## src/rtl/ps2_keyboard.sv

```systemverilog
// rtl/ps2_keyboard.sv - PS/2 set-2 keyboard receiver with Apple-1 KBD/KBDCR registers; optional PS2_KBD_CTRL_EN adds ctrl-letter codes
`timescale 1ns/1ps

module ps2_keyboard #(
    parameter int FILTER_LEN     = 8,
    parameter int TIMEOUT_CYCLES = 50000
) (
    input  logic       clk,
    input  logic       reset,
    input  logic       ps2_clk,
    input  logic       ps2_din,
    input  logic       enable,
    input  logic       address,
    output logic [7:0] dout
);

    localparam int FW = (FILTER_LEN > 1) ? $clog2(FILTER_LEN + 1) : 1;
    localparam int TW = $clog2(TIMEOUT_CYCLES + 1);

    typedef enum logic [1:0] {
        S_IDLE   = 2'd0,
        S_DATA   = 2'd1,
        S_PARITY = 2'd2,
        S_STOP   = 2'd3
    } frame_state_t;

    logic          ps2_clk_s1, ps2_clk_s2;
    logic          ps2_din_s1, ps2_din_s2;
    logic [FW-1:0] flt_cnt;
    logic          clk_filt;
    logic          flt_done;
    logic          fall_edge;

    frame_state_t  state, state_n;
    logic [2:0]    bit_cnt, bit_cnt_n;
    logic [7:0]    shift_reg, shift_n;
    logic          parity_bit, parity_n;
    logic          byte_valid, byte_valid_n;
    logic [7:0]    rx_byte, rx_byte_n;
    logic [TW-1:0] to_cnt;
    logic          timeout_hit;

    logic          ext_flag, rel_flag, shift_flag;
    logic [7:0]    kbd_data;
    logic          kbd_strobe;
    logic          key_hit;
    logic [6:0]    key_ascii;
    logic          key_make;
    logic          is_shift_code;

`ifdef PS2_KBD_CTRL_EN
    logic          ctrl_flag;
`endif

    // Two-flop synchronisers; lines idle high so reset to 1
    always_ff @(posedge clk) begin
        if (reset) begin
            ps2_clk_s1 <= 1'b1;
            ps2_clk_s2 <= 1'b1;
            ps2_din_s1 <= 1'b1;
            ps2_din_s2 <= 1'b1;
        end else begin
            ps2_clk_s1 <= ps2_clk;
            ps2_clk_s2 <= ps2_clk_s1;
            ps2_din_s1 <= ps2_din;
            ps2_din_s2 <= ps2_din_s1;
        end
    end

    assign flt_done  = (flt_cnt == FW'(FILTER_LEN - 1));
    // An edge is accepted in the cycle the filter commits a 1->0 change
    assign fall_edge = clk_filt & ~ps2_clk_s2 & flt_done;

    // Glitch filter: follow the synchronised clock only after FILTER_LEN cycles of disagreement
    always_ff @(posedge clk) begin
        if (reset) begin
            clk_filt <= 1'b1;
            flt_cnt  <= '0;
        end else if (ps2_clk_s2 == clk_filt) begin
            flt_cnt  <= '0;
        end else if (flt_done) begin
            clk_filt <= ps2_clk_s2;
            flt_cnt  <= '0;
        end else begin
            flt_cnt  <= flt_cnt + 1'b1;
        end
    end

    assign timeout_hit = (to_cnt == TW'(TIMEOUT_CYCLES - 1));

    // Inter-edge watchdog; only runs while a frame is in progress
    always_ff @(posedge clk) begin
        if (reset || fall_edge || state == S_IDLE) begin
            to_cnt <= '0;
        end else if (!timeout_hit) begin
            to_cnt <= to_cnt + 1'b1;
        end
    end

    // Frame FSM state register
    always_ff @(posedge clk) begin
        if (reset) begin
            state      <= S_IDLE;
            bit_cnt    <= 3'd0;
            shift_reg  <= 8'h00;
            parity_bit <= 1'b0;
            byte_valid <= 1'b0;
            rx_byte    <= 8'h00;
        end else begin
            state      <= state_n;
            bit_cnt    <= bit_cnt_n;
            shift_reg  <= shift_n;
            parity_bit <= parity_n;
            byte_valid <= byte_valid_n;
            rx_byte    <= rx_byte_n;
        end
    end

    // Frame FSM next state: start, 8 data bits LSB first, odd parity, stop
    always_comb begin
        state_n      = state;
        bit_cnt_n    = bit_cnt;
        shift_n      = shift_reg;
        parity_n     = parity_bit;
        byte_valid_n = 1'b0;
        rx_byte_n    = rx_byte;
        if (state != S_IDLE && timeout_hit) begin
            state_n = S_IDLE;
        end else if (fall_edge) begin
            case (state)
                S_IDLE: begin
                    if (!ps2_din_s2) begin
                        state_n   = S_DATA;
                        bit_cnt_n = 3'd0;
                    end
                end
                S_DATA: begin
                    shift_n   = {ps2_din_s2, shift_reg[7:1]};
                    bit_cnt_n = bit_cnt + 3'd1;
                    if (bit_cnt == 3'd7) begin
                        state_n = S_PARITY;
                    end
                end
                S_PARITY: begin
                    parity_n = ps2_din_s2;
                    state_n  = S_STOP;
                end
                S_STOP: begin
                    if (ps2_din_s2 && (^{shift_reg, parity_bit})) begin
                        byte_valid_n = 1'b1;
                        rx_byte_n    = shift_reg;
                    end
                    state_n = S_IDLE;
                end
                default: state_n = S_IDLE;
            endcase
        end
    end

    // Set-2 scancode to 7-bit ASCII, US layout, letters always uppercase
    always_comb begin
        key_hit   = 1'b1;
        key_ascii = 7'h00;
        case (rx_byte)
            8'h1C: key_ascii = 7'h41;
            8'h32: key_ascii = 7'h42;
            8'h21: key_ascii = 7'h43;
            8'h23: key_ascii = 7'h44;
            8'h24: key_ascii = 7'h45;
            8'h2B: key_ascii = 7'h46;
            8'h34: key_ascii = 7'h47;
            8'h33: key_ascii = 7'h48;
            8'h43: key_ascii = 7'h49;
            8'h3B: key_ascii = 7'h4A;
            8'h42: key_ascii = 7'h4B;
            8'h4B: key_ascii = 7'h4C;
            8'h3A: key_ascii = 7'h4D;
            8'h31: key_ascii = 7'h4E;
            8'h44: key_ascii = 7'h4F;
            8'h4D: key_ascii = 7'h50;
            8'h15: key_ascii = 7'h51;
            8'h2D: key_ascii = 7'h52;
            8'h1B: key_ascii = 7'h53;
            8'h2C: key_ascii = 7'h54;
            8'h3C: key_ascii = 7'h55;
            8'h2A: key_ascii = 7'h56;
            8'h1D: key_ascii = 7'h57;
            8'h22: key_ascii = 7'h58;
            8'h35: key_ascii = 7'h59;
            8'h1A: key_ascii = 7'h5A;
            8'h45: key_ascii = shift_flag ? 7'h29 : 7'h30;
            8'h16: key_ascii = shift_flag ? 7'h21 : 7'h31;
            8'h1E: key_ascii = shift_flag ? 7'h40 : 7'h32;
            8'h26: key_ascii = shift_flag ? 7'h23 : 7'h33;
            8'h25: key_ascii = shift_flag ? 7'h24 : 7'h34;
            8'h2E: key_ascii = shift_flag ? 7'h25 : 7'h35;
            8'h36: key_ascii = shift_flag ? 7'h5E : 7'h36;
            8'h3D: key_ascii = shift_flag ? 7'h26 : 7'h37;
            8'h3E: key_ascii = shift_flag ? 7'h2A : 7'h38;
            8'h46: key_ascii = shift_flag ? 7'h28 : 7'h39;
            8'h41: key_ascii = shift_flag ? 7'h3C : 7'h2C;
            8'h49: key_ascii = shift_flag ? 7'h3E : 7'h2E;
            8'h4A: key_ascii = shift_flag ? 7'h3F : 7'h2F;
            8'h4C: key_ascii = shift_flag ? 7'h3A : 7'h3B;
            8'h52: key_ascii = shift_flag ? 7'h22 : 7'h27;
            8'h4E: key_ascii = shift_flag ? 7'h5F : 7'h2D;
            8'h55: key_ascii = shift_flag ? 7'h2B : 7'h3D;
            8'h29: key_ascii = 7'h20;
            8'h5A: key_ascii = 7'h0D;
            8'h66: key_ascii = 7'h5F;
            8'h76: key_ascii = 7'h1B;
            default: key_hit = 1'b0;
        endcase
`ifdef PS2_KBD_CTRL_EN
        // Letters are the only table entries in 0x41..0x5A, so the range identifies them
        if (ctrl_flag && key_ascii >= 7'h41 && key_ascii <= 7'h5A) begin
            key_ascii = key_ascii & 7'h1F;
        end
`endif
    end

    assign is_shift_code = (rx_byte == 8'h12) || (rx_byte == 8'h59);
    // Extended codes are dropped except keypad Enter (E0 5A); breaks never produce a key
    assign key_make = byte_valid && key_hit && !rel_flag && (!ext_flag || rx_byte == 8'h5A);

    // Prefix/modifier tracking and the KBD/KBDCR registers; a new key beats a same-cycle read-clear
    always_ff @(posedge clk) begin
        if (reset) begin
            ext_flag   <= 1'b0;
            rel_flag   <= 1'b0;
            shift_flag <= 1'b0;
`ifdef PS2_KBD_CTRL_EN
            ctrl_flag  <= 1'b0;
`endif
            kbd_data   <= 8'h00;
            kbd_strobe <= 1'b0;
        end else begin
            if (enable && !address) begin
                kbd_strobe <= 1'b0;
            end
            if (byte_valid) begin
                if (rx_byte == 8'hE0) begin
                    ext_flag <= 1'b1;
                end else if (rx_byte == 8'hF0) begin
                    rel_flag <= 1'b1;
                end else begin
                    ext_flag <= 1'b0;
                    rel_flag <= 1'b0;
                    if (is_shift_code && !ext_flag) begin
                        shift_flag <= !rel_flag;
                    end
`ifdef PS2_KBD_CTRL_EN
                    if (rx_byte == 8'h14) begin
                        ctrl_flag <= !rel_flag;
                    end
`endif
                end
            end
            if (key_make) begin
                kbd_data   <= {1'b1, key_ascii};
                kbd_strobe <= 1'b1;
            end
        end
    end

    assign dout = address ? {kbd_strobe, 7'b0} : kbd_data;

endmodule

```

## config.mk

```make
export PLATFORM = sky130hd
export DESIGN_NAME = ps2_keyboard
export DESIGN_NICKNAME = d
export VERILOG_FILES = /design/src/rtl/ps2_keyboard.sv
export SDC_FILE = /design/constraint.sdc
export NUM_CORES = 1
export LEC_CHECK = 0
export ABC_AREA = 1
export ABC_CLOCK_PERIOD_IN_PS = 5000
export BUFFER_PORTS_ARGS = -buffer_cell sky130_fd_sc_hd__buf_2
export CORE_MARGIN = 2
export CORE_UTILIZATION = 60
export CTS_CLUSTER_DIAMETER = 50
export DETAILED_ROUTE_END_ITERATION = 12
export PLACE_DENSITY = 0.82
export SYNTH_ARGS = -nofsm -noshare
export SYNTH_HDL_FRONTEND = slang
export SYNTH_SLANG_ARGS = --single-unit
```

## constraint.sdc

```tcl
create_clock -name clk -period 5 [get_ports clk]
set_clock_uncertainty 0.1 [all_clocks]
set_input_delay 0 -clock clk [delete_from_list [all_inputs] [get_ports clk]]
set_output_delay 0 -clock clk [all_outputs]
set_load 0.01 [all_outputs]
```

==> flow_summary.yaml <==
run_status:
  status: "completed"
route:
  avgRoutedWirePerCell_um: 12.6
  vias_per_cell: 5.50
  vias: 3916
  routed_wl_mm: 8.99
  ant_nets: 0
  drtIter0Drc: 308
  drc: 0
  first_pass_iters: 6
grt:
  antenna_found_initial: 0
  overflow: 0
  grt_pass1_wl_mm: 15.1
  grt_usage_pct: 26.3
  grt_pass1_vias: 3550
  grt_max_degree: 22
worst_setup_path:
  cp_slowest_cell: "nor2_1"
  start_kind: "flip-flop"
  r2r_slack_ns: 2.20
  critical_path_buf_inv_count: 1
  r2r-end: "kbd_strobe"
  rr_startpoint: "rx_byte[5]"
  cp.depth: 11
  critPathTopFamily: "simple AND/OR/NAND/NOR gates"
  worst-r2r-cell-count: 11
  path_cells: "nand2_1 -> nor2_1 -> nand2_2 -> nand2_1 -> nor2_1 -> nand2_1 -> nor2_4 -> nand3_4 -> nand2_1 -> a21oi_1 -> dlygate4sd3_1"
  criticalPathCategory: "reg2reg"
  startpoint: "rx_byte[5]"
  cp_common_cell: "nand2_1"
  critPathMaxFanout: 14
  cp-endpoint: "kbd_strobe"
  cpPeakStageDelay_ns: 0.65
  end_kind: "flip-flop"
  critPathRequiredTime_ns: 5.19
  cp.arrival_ns: 2.99
layout:
  nets: 645
  largest_reg_flops: 16
  layout_common_cells: "171 x nand2_1, 110 x nor2_1, 60 x dfxtp_1, 56 x inv_1, 47 x nand3_1"
  drive_above_1_share_pct: 11.5
  diodes: 0
  max_flop_register: "to_cnt"
  fin_util_pct: 66.0
  layout_commonest_cell: "nand2_1"
  areaGrowthSynthToFinish_pct: 8.11
place:
  dp_hpwl_mm: 6.61
  numPortBuffers: 13
  gp_congestion: 1.02
power:
  p_sw_uw: 206
  power_frac_comb_pct: 1.8
  vdd_drop_max_uv: 205
  seqPwrFrac_pct: 54.3
  clockPowerShare_pct: 43.9
  p_int_uw: 678
  p_sw_share_pct: 23.3
  p_per_area_nw_per_um2: 214
  power_leakage_nw: 1.90
  power_uw: 884
flow_run:
  max_cap_violations: 0
clock_network:
  cts-root-buf: "clkbuf_8"
  cts.sinks: 60
  path_clk_slew_ns: 0.07
  cts_buffer_depth: 2
  numCtsBuffers: 9
  post-cts-setup-buffers: 0
  htreeDepth: 3
  insertion_delay_ns: 0.34
  cts_tree: "yes"
floorplan:
  core_um2: 6240
  die_w_um: 83.7
  boundaryPins: 14
  die_h_um: 83.7
  initial_core_util_pct: 61.1
  rows: 29
  die_area_um2: 7010
synth:
  synth.yosys.warnings: 0
  mappedNetlistNets: 630
  synth_area_um2: 3810
  synth_area_leaders: "dfxtp_1 32%, nand2_1 17%, nor2_1 11%"
  syn_inst: 615
  yosysTopAreaCell: "dfxtp_1"
  synth_top_area_share_pct: 31.5
  syn_area_per_cell_um2: 6.20
  synth_seq_cells: 60
  yosysSeqAreaShare_pct: 31.5
  synth_cell_types: 36
sta:
  setup_tns_ns: 0
  post-route-period-util_pct: 55.9
  finalSetupViolCount: 0
  final-hold-violation-count: 0
  slew_viol_final: 0
  rsz0062_at_grt: "false"
  period_needed_ns: 2.80
  clock.fmax_mhz: 358
  tightestPinTransition_ns: 0.819
  relSlewSlack_pct: 45.2
min_path:
  holdCritPathClass: "in2out"
area by class of cell:
class	instances	area [um^2]
inverters	64	240
repair buffers	18	115
multi-input cells	477	2290
well taps	77	96.3
flip-flops and latches	60	1200
fillers	587	2120
clock buffers	10	138
clock inverters	6	38.8
timing repair:
action / CTS / global route
resized for setup: 0 / 0
hold endpoints to repair: 15 / 0
hold buffers: 5 / 0
cells in the mapped netlist:
cell type,number
buf_4,2
nand3_1,47
a21oi_1,41
nand2_2,9
nor4_1,1
o211ai_1,1
nand3_4,1
nor3_1,5
nor2_4,6
ha_1,9
clkbuf_1,7
a31oi_1,2
nor2_2,10
xor2_1,5
nor2_1,110
o311ai_0,1
nand3b_1,3
o21ai_0,26
dfxtp_1,60
or2_2,7
a211oi_1,1
nand2_4,1
clkinv_1,1
inv_2,7
a211o_1,1
inv_1,56
nand2_1,171
a211oi_4,1
nand4_1,9
xnor2_1,4
nor3b_1,1
nand3_2,2
buf_6,2
o21a_1,1
buf_2,3
and2_0,1
tightest hold or removal path, cell delays in order:
cell and delay [ns]:
buf_2 0.17, nor2_1 0.06, buf_2 0.12
through the flow:
stage	cells	hold slack [ns]	area, um^2	worst slack [ns]
CTS	712	0.265	4120	2.24
finish	712	0.261	4120	2.20
global route	712	0.292	4120	1.90
detailed placement	691	0.0888	3890	2.55
floorplan	615	0.00381	3810	3.10
global placement	691	0.0849	3890	2.61
cell families (layout without fill, tap and decap cells):
group | Yosys count | in the layout | share of synthesized area, %
simple gates | 384 | 384 | 44.4
buf+inv | 78 | 98 | 8.37
compound gates | 75 | 75 | 10.7
flops | 60 | 60 | 31.5
fa+ha+maj | 9 | 9 | 2.95
xor+xnor | 9 | 9 | 2.07
routing by layer:
metal  part of all wire [%]  GRT usage, %  vias to the layer above
met5                      0             0                        -
met4                    3.7          13.2                        0
met3                    6.8          5.64                       36
met2                     48          44.9                      154
met1                     41          31.0                     1740
li1                       -             -                     1986
power groups by stage:
stage | combinational [mW] | clock, mW | sequential, mW
final | 0.0158 | 0.388 | 0.480
after global routing | 0.0179 | 0.425 | 0.480
after CTS | 0.0159 | 0.395 | 0.480
after detailed placement | 0.0135 | 0 | 0.491
after global placement | 0.0130 | 0 | 0.491
after floorplan | 0.00962 | 0 | 0.491
worst min path at each step:
stage	slack, ns	depth (start not counted)	startpoint	to
2_1_floorplan	0.004	1	ps2_clk	ps2_clk_s1
3_3_place_gp	0.08	2	ps2_clk	ps2_clk_s1
3_5_place_dp	0.09	2	ps2_clk	ps2_clk_s1
4_1_cts	0.26	3	address	dout[5]
5_1_grt	0.29	3	ps2_din	ps2_din_s1
6_report	0.26	3	address	dout[5]
Note: power is estimated with default switching activity, not from simulation.
